**src/rtl/branch_pkg.sv**
```systemverilog
// Shared types and default widths for the decision-tree branch stage.
package branch_pkg;

  typedef enum logic [1:0] {
    IDLE   = 2'd0,
    FETCH  = 2'd1,
    OUTPUT = 2'd2
  } state_t;

  localparam int DEF_DATA_W   = 4;
  localparam int DEF_SAMPLE_W = 16;
  localparam int DEF_IDX_W    = 4;

endpackage

```
**src/rtl/branch_compare.sv**
```systemverilog
// Selects one feature field of the sample and compares it with the node threshold.
// Optional macro BRANCH_GE_COMPARE_EN turns the strict > compare into >=.
module branch_compare
  import branch_pkg::*;
#(
  parameter int DATA_W   = DEF_DATA_W,
  parameter int SAMPLE_W = DEF_SAMPLE_W,
  parameter int IDX_W    = DEF_IDX_W
) (
  input  logic [SAMPLE_W-1:0] sample,
  input  logic [IDX_W-1:0]    feat_sel,
  input  logic [DATA_W-1:0]   threshold,
  output logic                go_right
);

  localparam int NUM_FEAT = SAMPLE_W / DATA_W;

  logic [IDX_W-1:0]  sel_mod_s;
  logic [DATA_W-1:0] feature_s;

  assign sel_mod_s = feat_sel % IDX_W'(NUM_FEAT);

  // Feature multiplexer: out-of-range selects wrap modulo the feature count
  always_comb begin
    feature_s = {DATA_W{1'b0}};
    for (int i = 0; i < NUM_FEAT; i++) begin
      if (sel_mod_s == IDX_W'(i)) begin
        feature_s = sample[i*DATA_W +: DATA_W];
      end else begin
        feature_s = feature_s;
      end
    end
  end

`ifdef BRANCH_GE_COMPARE_EN
  assign go_right = (feature_s >= threshold);
`else
  assign go_right = (feature_s > threshold);
`endif

endmodule

```
**src/rtl/internal_branch_stage_fixed.sv**
```systemverilog
// One level of a pipelined decision tree: fetch node parameters, pick the child,
// forward the sample right and the child index down. Optional macro: BRANCH_GE_COMPARE_EN.
module internal_branch_stage_fixed
  import branch_pkg::*;
#(
  parameter int DATA_W   = DEF_DATA_W,
  parameter int SAMPLE_W = DEF_SAMPLE_W,
  parameter int IDX_W    = DEF_IDX_W
) (
  input  logic                    memRdy,
  input  logic                    nodeValidIn,
  input  logic                    sampValidIn,
  output logic                    inReady,
  output logic                    nodeValidOut,
  output logic                    sampValidOut,
  input  logic                    bottomReady,
  input  logic                    rightReady,
  input  logic [SAMPLE_W-1:0]     sampIn,
  output logic [SAMPLE_W-1:0]     sampOut,
  input  logic [IDX_W-1:0]        nodeIdxIn,
  output logic [IDX_W-1:0]        nodeIdxOut,
  input  logic [IDX_W+DATA_W-1:0] nodeParams,
  output logic [IDX_W-1:0]        nodeAddrOut,
  input  logic                    clk,
  input  logic                    rst
);

  state_t              state_r, state_nxt_s;
  logic [SAMPLE_W-1:0] samp_r;
  logic [IDX_W-1:0]    idx_r;
  logic [IDX_W-1:0]    child_r;
  logic                node_valid_r, samp_valid_r;
  logic                node_valid_nxt_s, samp_valid_nxt_s;
  logic                capture_s, fetch_done_s;
  logic                go_right_s;
  logic [IDX_W-1:0]    feat_sel_s;
  logic [DATA_W-1:0]   thr_s;

  assign feat_sel_s = nodeParams[IDX_W+DATA_W-1:DATA_W];
  assign thr_s      = nodeParams[DATA_W-1:0];

  branch_compare #(
    .DATA_W   (DATA_W),
    .SAMPLE_W (SAMPLE_W),
    .IDX_W    (IDX_W)
  ) u_compare (
    .sample    (samp_r),
    .feat_sel  (feat_sel_s),
    .threshold (thr_s),
    .go_right  (go_right_s)
  );

  // State register
  always_ff @(posedge clk) begin
    if (rst) begin
      state_r <= IDLE;
    end else begin
      state_r <= state_nxt_s;
    end
  end

  // Next-state decode plus independent clearing of the two output handshakes
  always_comb begin
    state_nxt_s      = state_r;
    node_valid_nxt_s = node_valid_r;
    samp_valid_nxt_s = samp_valid_r;
    capture_s        = 1'b0;
    fetch_done_s     = 1'b0;
    case (state_r)
      IDLE: begin
        if (sampValidIn && nodeValidIn) begin
          capture_s   = 1'b1;
          state_nxt_s = FETCH;
        end else begin
          state_nxt_s = IDLE;
        end
      end
      FETCH: begin
        if (memRdy) begin
          fetch_done_s     = 1'b1;
          node_valid_nxt_s = 1'b1;
          samp_valid_nxt_s = 1'b1;
          state_nxt_s      = OUTPUT;
        end else begin
          state_nxt_s = FETCH;
        end
      end
      OUTPUT: begin
        if (node_valid_r && bottomReady) begin
          node_valid_nxt_s = 1'b0;
        end else begin
          node_valid_nxt_s = node_valid_r;
        end
        if (samp_valid_r && rightReady) begin
          samp_valid_nxt_s = 1'b0;
        end else begin
          samp_valid_nxt_s = samp_valid_r;
        end
        if (!node_valid_nxt_s && !samp_valid_nxt_s) begin
          state_nxt_s = IDLE;
        end else begin
          state_nxt_s = OUTPUT;
        end
      end
      default: begin
        state_nxt_s      = IDLE;
        node_valid_nxt_s = 1'b0;
        samp_valid_nxt_s = 1'b0;
      end
    endcase
  end

  // Datapath registers; reset discards any transaction in flight
  always_ff @(posedge clk) begin
    if (rst) begin
      samp_r       <= {SAMPLE_W{1'b0}};
      idx_r        <= {IDX_W{1'b0}};
      child_r      <= {IDX_W{1'b0}};
      node_valid_r <= 1'b0;
      samp_valid_r <= 1'b0;
    end else begin
      node_valid_r <= node_valid_nxt_s;
      samp_valid_r <= samp_valid_nxt_s;
      if (capture_s) begin
        samp_r <= sampIn;
        idx_r  <= nodeIdxIn;
      end
      if (fetch_done_s) begin
        child_r <= {idx_r[IDX_W-2:0], go_right_s};
      end
    end
  end

  assign inReady      = (state_r == IDLE) && !rst;
  assign nodeValidOut = node_valid_r;
  assign sampValidOut = samp_valid_r;
  assign sampOut      = samp_r;
  assign nodeIdxOut   = child_r;
  // Address follows the live input while idle so the fetch can start early
  assign nodeAddrOut  = (state_r == IDLE) ? nodeIdxIn : idx_r;

endmodule

```
**config.mk**
```make
export PLATFORM = sky130hd
export DESIGN_NAME = internal_branch_stage_fixed
export DESIGN_NICKNAME = d
export VERILOG_FILES = /design/src/rtl/branch_pkg.sv /design/src/rtl/branch_compare.sv /design/src/rtl/internal_branch_stage_fixed.sv
export SDC_FILE = /design/constraint.sdc
export NUM_CORES = 1
export LEC_CHECK = 0
export CORE_UTILIZATION = 43
export DETAILED_ROUTE_END_ITERATION = 10
export PLACE_DENSITY = 0.81
export REMOVE_ABC_BUFFERS = 1
export SYNTH_ARGS = -nofsm -noshare
export SYNTH_HDL_FRONTEND = slang
export SYNTH_SLANG_ARGS = --single-unit
```
**constraint.sdc**
```tcl
create_clock -name clk -period 2.6 [get_ports clk]
set_input_delay 0.39 -clock clk [delete_from_list [all_inputs] [get_ports clk]]
set_output_delay 0.39 -clock clk [all_outputs]
set_load 0.005 [all_outputs]
```
After elaboration in Yosys (flattened, before gate mapping)
Cells that the tools add are included.
- register bits after elaboration: 28
- input bits: 35
- output and inout port bits: 27
- order comparisons: 1
- equal/unequal tests: 6
- muxes and demuxes: 20
- bitwise gates (word level): 1
- reduce and logical (&&, ||, !) cells: 11
- operators with widths (operator ; number):
    2-to-1 mux 4 bit ; 5
    2-to-1 mux 1 bit ; 10
    == test 2 bit, second input constant ; 3
    one-hot mux 1 bit (3 select lines) ; 2
    one-hot mux 2 bit (3 select lines) ; 1
    logical AND 1 bit ; 5
    == test 2 x 1 -> 1 bit, second input constant ; 2
    > comparator 4 bit ; 1
    zero test 4 bit ; 1
    2-to-1 mux 2 bit ; 2
    zero test 1 bit ; 3
    zero test 2 bit ; 1
    inequality test 2 bit, second input constant ; 1
    AND reduction 2 bit ; 1
    NOT 1 bit ; 1

Longest topological paths before layout
- word-level depth: 7
- mapped depth: 7
- gate-level depth less buffers: 7

Cells and area by module
Synthesis repeated with hierarchy kept, for this count alone.
- cell total of the unflattened synthesis: 154
- area, all modules: 1361.3 um^2
- modules (own cells, without submodules) (module ; instances ; cells an instance ; area each (um^2)):
    internal_branch_stage_fixed ; 1 ; 137 ; 1162.4
    branch_compare ; 1 ; 17 ; 198.9

Worst setup path after synthesis
OpenSTA, ideal clock, no wires.
- kind: in2reg
- start point: in nodeParams[4]
- end point: reg child_r[0] (netlist: nodeIdxOut[0])
- setup time: 0.131 ns
- arrival time: 1.587 ns
- path slack: 0.883 ns
- stages on the path: 6
- path through: mux4_2 > ha_1 > nor2b_1 > o211ai_1 > a21o_1 > a21oi_2
- longest elaborated chain between the ends: 6
- elaborated cells between the ends (all ways): 9
- classes of those cells: order compare (1); eq/ne (3); mux (4); reduce/logical (1)
- ends and longest elaborated chain (element ; RTL line ; RTL):
    start, declared ; internal_branch_stage_fixed.sv:22 ; input logic [IDX_W+DATA_W-1:0] nodeParams,
    zero test 4 bit ; branch_compare.sv:27 ; if (sel_mod_s == IDX_W'(i)) begin
    2-to-1 mux 4 bit (3 in a row) ; branch_compare.sv:27 ;
    2-to-1 mux 4 bit (*) ; branch_compare.sv:27 ;
    > comparator 4 bit (*) ; branch_compare.sv:38 ; assign go_right = (feature_s > threshold);
    end signal, assigned ; internal_branch_stage_fixed.sv:118 ; child_r <= {IDX_W{1'b0}};
    end signal, assigned ; internal_branch_stage_fixed.sv:129 ; child_r <= {idx_r[IDX_W-2:0], go_right_s};
    end, declared ; internal_branch_stage_fixed.sv:31 ; logic [IDX_W-1:0] child_r;
Mark *: on every way between the ends. The rest lies on a longest branch, timed or not.
A chain may end at the register's enable or synchronous reset.

Worst setup path after layout
- start point: reg state_r[0]
- end point: out nodeAddrOut[0]
- longest elaborated chain between the ends: 2
- ends and longest elaborated chain (element ; RTL line ; RTL):
    start, declared ; internal_branch_stage_fixed.sv:28 ; state_t state_r, state_nxt_s;
    start signal, assigned ; internal_branch_stage_fixed.sv:58 ; state_r <= state_nxt_s;
    zero test 2 bit ; internal_branch_stage_fixed.sv:140 ; assign nodeAddrOut = (state_r == IDLE) ? nodeIdxIn : idx_r;
    2-to-1 mux 4 bit ; internal_branch_stage_fixed.sv:140 ;
    end, declared ; internal_branch_stage_fixed.sv:23 ; output logic [IDX_W-1:0] nodeAddrOut,
No other way between the ends.

==> parameters.txt <==
Parameter                              Value

STA
  Timing-limited maximum frequency ... 436 MHz
  Max-slew violations ... 0
  Relative slew slack ... 53.2%
  Final clock period utilization by the worst path ... 88.3%
  Unrepaired setup endpoints after global routing ... false
  Hold violation total from the final report ... 0
  Sum Neg Setup Slack ... 0 ps
  Actual transition at the worst max-transition pin ... 702 ps
  Setup violation total in the final timing report ... 0
  Skew final ... 4.87 ps
  Final Critical Period ... 2300 ps

Pwr
  Worst voltage drop across the vdd grid ... 0.000443 V
  Power per cell area ... 466 nW/µm²
  Static Leakage ... 0.740 nW

Setup path
  Startpoint of the most critical register-to-register path ... state_r[0]
  Worst Reg-to-Reg Cells ... 5
  Cell type of the slowest stage on the worst timing path ... sky130_fd_sc_hd__clkdlybuf4s50_1
  Biggest fanout along the worst timing path ... 7
  R2R setup slack ... 800 ps
  Crit-path cells ... inv_1 -> ha_1 -> mux2_2 -> clkdlybuf4s50_1
  Class of the most critical setup path ... flop to output port
  Kind of end point of the critical path ... output port
  Largest stage delay on the critical path ... 440 ps
  Arrival time of the worst setup path ... 1910 ps
  Worst Path Required ... 2210 ps
  Worst reg2reg path endpoint ... sampOut[3]
  Crit path launch type ... flop

Synthesis
  Post-synthesis area per instance ... 8.61 µm²
  Yosys Warn Count ... 0
  Sequential fraction of the synthesis area ... 42.5%
  Mapped Cells ... 153
  Register bit count reported by yosys ... 28
  Syn Std Cell Area ... 1320 µm²
  Synth unique cells ... 26

Worst hold path
  Hold depth ... 2
  Min-Delay Path Class ... flop to flop
  Worst-case hold path end point ... nodeIdxOut[3]
  Min-Delay Startpoint ... nodeIdxOut[3]

Global route
  Overflow after GRT ... 0
  Maximum number of pins on one net before global-route repair ... 29
  Wire length of the first global-routing pass ... 5.97 mm
  Aggregate global-route resource usage ... 23.9%
  Number of global-route vias before repair ... 1320
  Number of antenna violations at the first check in global routing ... 0

Cells and area
  Core occupancy in the finished layout ... 69.7%
  Non-Filler Instances ... 241
  Layout-stage area growth over the synthesis result ... 49.7%
  Antenna fix cells ... 0
  Layout net count ... 254
  Fraction of layout cells with a size suffix above 1 ... 7.62%

Clock tree
  Hold buffer count at CTS ... 0
  Clock sinks ... 28
  Clock latency on the worst-skew pair ... 330 ps
  TritonCTS clock tree ... done
  Clock-pin slew of the registers on the worst-case setup and hold paths ... 140 ps
  Post-CTS setup repair buffer count ... 0
  Root buffer selected by CTS ... sky130_fd_sc_hd__clkbuf_4
  Deepest level of the CTS H-tree ... 1
  Maximum root-to-sink buffer count ... 2
  Number of resized instances in the post-cts repair step ... 0
  Total clock buffers created by CTS ... 3

Detailed routing
  Detail Route Antenna Nets ... 0
  Final routed wire length divided by cell count ... 14.9 µm
  Vias per std cell ... 5.28
  Highest layer used for signal routing ... met4
  Routed wire length on met3 ... 118 µm
  Initial drt markers ... 27
  Overall via count from detail_route ... 1273
  WL met2 ... 1.89 mm
  Final wirelength ... 3.58 mm
  Router iterations before antenna repair ... 7
  DRC Markers ... 2
  Metal-1 WL ... 1.51 mm

Placed design
  Port Buffer Count ... 59
  Half-perimeter wire length after detailed placement ... 2.79 mm
  Last weighted congestion value of the routability-driven placer ... 0.787
  Post-placement cell count ... 237

Die
  Number of rows in the core area ... 19
  Core Region ... 2830 µm²
  Initial core utilization ... 46.6%
  DIE HEIGHT ... 57.4 µm
  DIE WIDTH ... 57.4 µm
  Die Area ... 3290 µm²
  Ports placed on the boundary ... 62

Status
  Violated checks ... design-rule violations
  Status ... finished, violations left

Job
  Max-capacitance violation count ... 0
## kinds of logic after synthesis
family / after synthesis / synth area share, %
mux: 8 / 10.3
flops: 28 / 42.5
fa+ha+maj: 8 / 7.60
compound gates: 34 / 15.0
buf+inv: 15 / 5.22
simple gates: 60 / 19.4
## critical path, delay by kind of cell (launching register included)
kind	cells	cell delay (ps)
adder cells (fa/ha/maj)	1	310
flip-flops	1	360
multiplexers	1	380
buffers and inverters	2	520
## layer usage
metal  vias to the layer above  global-route usage, %
met5                         -                      0
met4                         0                   8.01
met3                         8                   5.44
met2                        36                   42.7
met1                       596                   28.1
li1                        633                      -
## Yosys cell counts
cell type | instances | area, µm²
sky130_fd_sc_hd__a211oi_1 | 1 | 7.51
sky130_fd_sc_hd__a21boi_0 | 2 | 15.0
sky130_fd_sc_hd__a21o_1 | 1 | 7.51
sky130_fd_sc_hd__a21oi_1 | 24 | 120
sky130_fd_sc_hd__a21oi_2 | 1 | 8.76
sky130_fd_sc_hd__a311oi_1 | 1 | 8.76
sky130_fd_sc_hd__a31oi_1 | 2 | 12.5
sky130_fd_sc_hd__a41o_1 | 1 | 10.0
sky130_fd_sc_hd__and2_1 | 1 | 6.26
sky130_fd_sc_hd__and3_1 | 1 | 6.26
sky130_fd_sc_hd__buf_2 | 4 | 20.0
sky130_fd_sc_hd__buf_4 | 2 | 15.0
sky130_fd_sc_hd__clkbuf_1 | 2 | 7.51
sky130_fd_sc_hd__dfxtp_1 | 28 | 561
sky130_fd_sc_hd__ha_1 | 8 | 100
sky130_fd_sc_hd__inv_1 | 7 | 26.3
sky130_fd_sc_hd__mux2_2 | 4 | 45.0
sky130_fd_sc_hd__mux4_2 | 4 | 90.1
sky130_fd_sc_hd__nand2_1 | 44 | 165
sky130_fd_sc_hd__nand2_2 | 1 | 6.26
sky130_fd_sc_hd__nand2b_1 | 3 | 18.8
sky130_fd_sc_hd__nand3_1 | 4 | 20.0
sky130_fd_sc_hd__nand3b_1 | 2 | 15.0
sky130_fd_sc_hd__nor2_1 | 3 | 11.3
sky130_fd_sc_hd__nor2b_1 | 1 | 6.26
sky130_fd_sc_hd__o211ai_1 | 1 | 7.51
## worst max-delay path by stage
stage          slack, ps  cells past startpoint              to     startpoint
2_1_floorplan        890                      5   nodeIdxOut[0]  nodeParams[4]
3_5_place_dp          90                      6   nodeIdxOut[0]  nodeParams[4]
3_3_place_gp         140                      6   nodeIdxOut[0]  nodeParams[4]
6_report             300                      4  nodeAddrOut[0]     state_r[0]
5_1_grt              200                      4  nodeAddrOut[0]     state_r[1]
4_1_cts              290                      4  nodeAddrOut[0]     state_r[0]
## sequential cells by signal, summed over array words and instances (netlist names)
register	cells
nodeValidOut	1
sampValidOut	1
idx_r	4
state_r	2
nodeIdxOut	4
sampOut	16
## power breakdown
| part | total, mW | switching (mW) | internal (mW) |
|---|---|---|---|
| Clock | 0.281 | 0.125 | 0.156 |
| Sequential | 0.460 | 0.0137 | 0.446 |
| Combinational | 0.179 | 0.0705 | 0.109 |
## layout by cell type, fill, tap and decap left out, drive strengths merged
cell type,instances
a31oi,2
clkdlybuf4s50,59
a41o,1
nor2b,1
a21boi,2
and3,1
o211ai,1
and2,1
a21oi,25
mux4,4
bufinv,1
nand2b,3
a311oi,1
nand3,4
nand3b,2
nor2,3
dfxtp,28
mux2,4
inv,7
a21o,1
ha,8
clkbuf,3
buf,2
nand2,45
a211oi,1
## layout make-up
type | count | area, µm²
fillers | 242 | 857
multi-input cells | 110 | 688
repair buffers | 61 | 606
flip-flops and latches | 28 | 561
well taps | 31 | 38.8
clock inverters | 1 | 30.0
inverters | 7 | 26.3
clock buffers | 3 | 22.5
## through the flow
step / area, µm² / power (mW) / hold slack (ps) / setup slack (ps)
6_report: 1970 / 0.919 / 467 / 304
4_1_cts: 1970 / 0.926 / 469 / 287
3_3_place_gp: 1920 / 0.638 / 442 / 137
2_1_floorplan: 1270 / 0.529 / 428 / 894
3_5_place_dp: 1920 / 0.648 / 450 / 90.4
5_1_grt: 1970 / 0.961 / 479 / 197
Power figures use the tool's default switching activity.
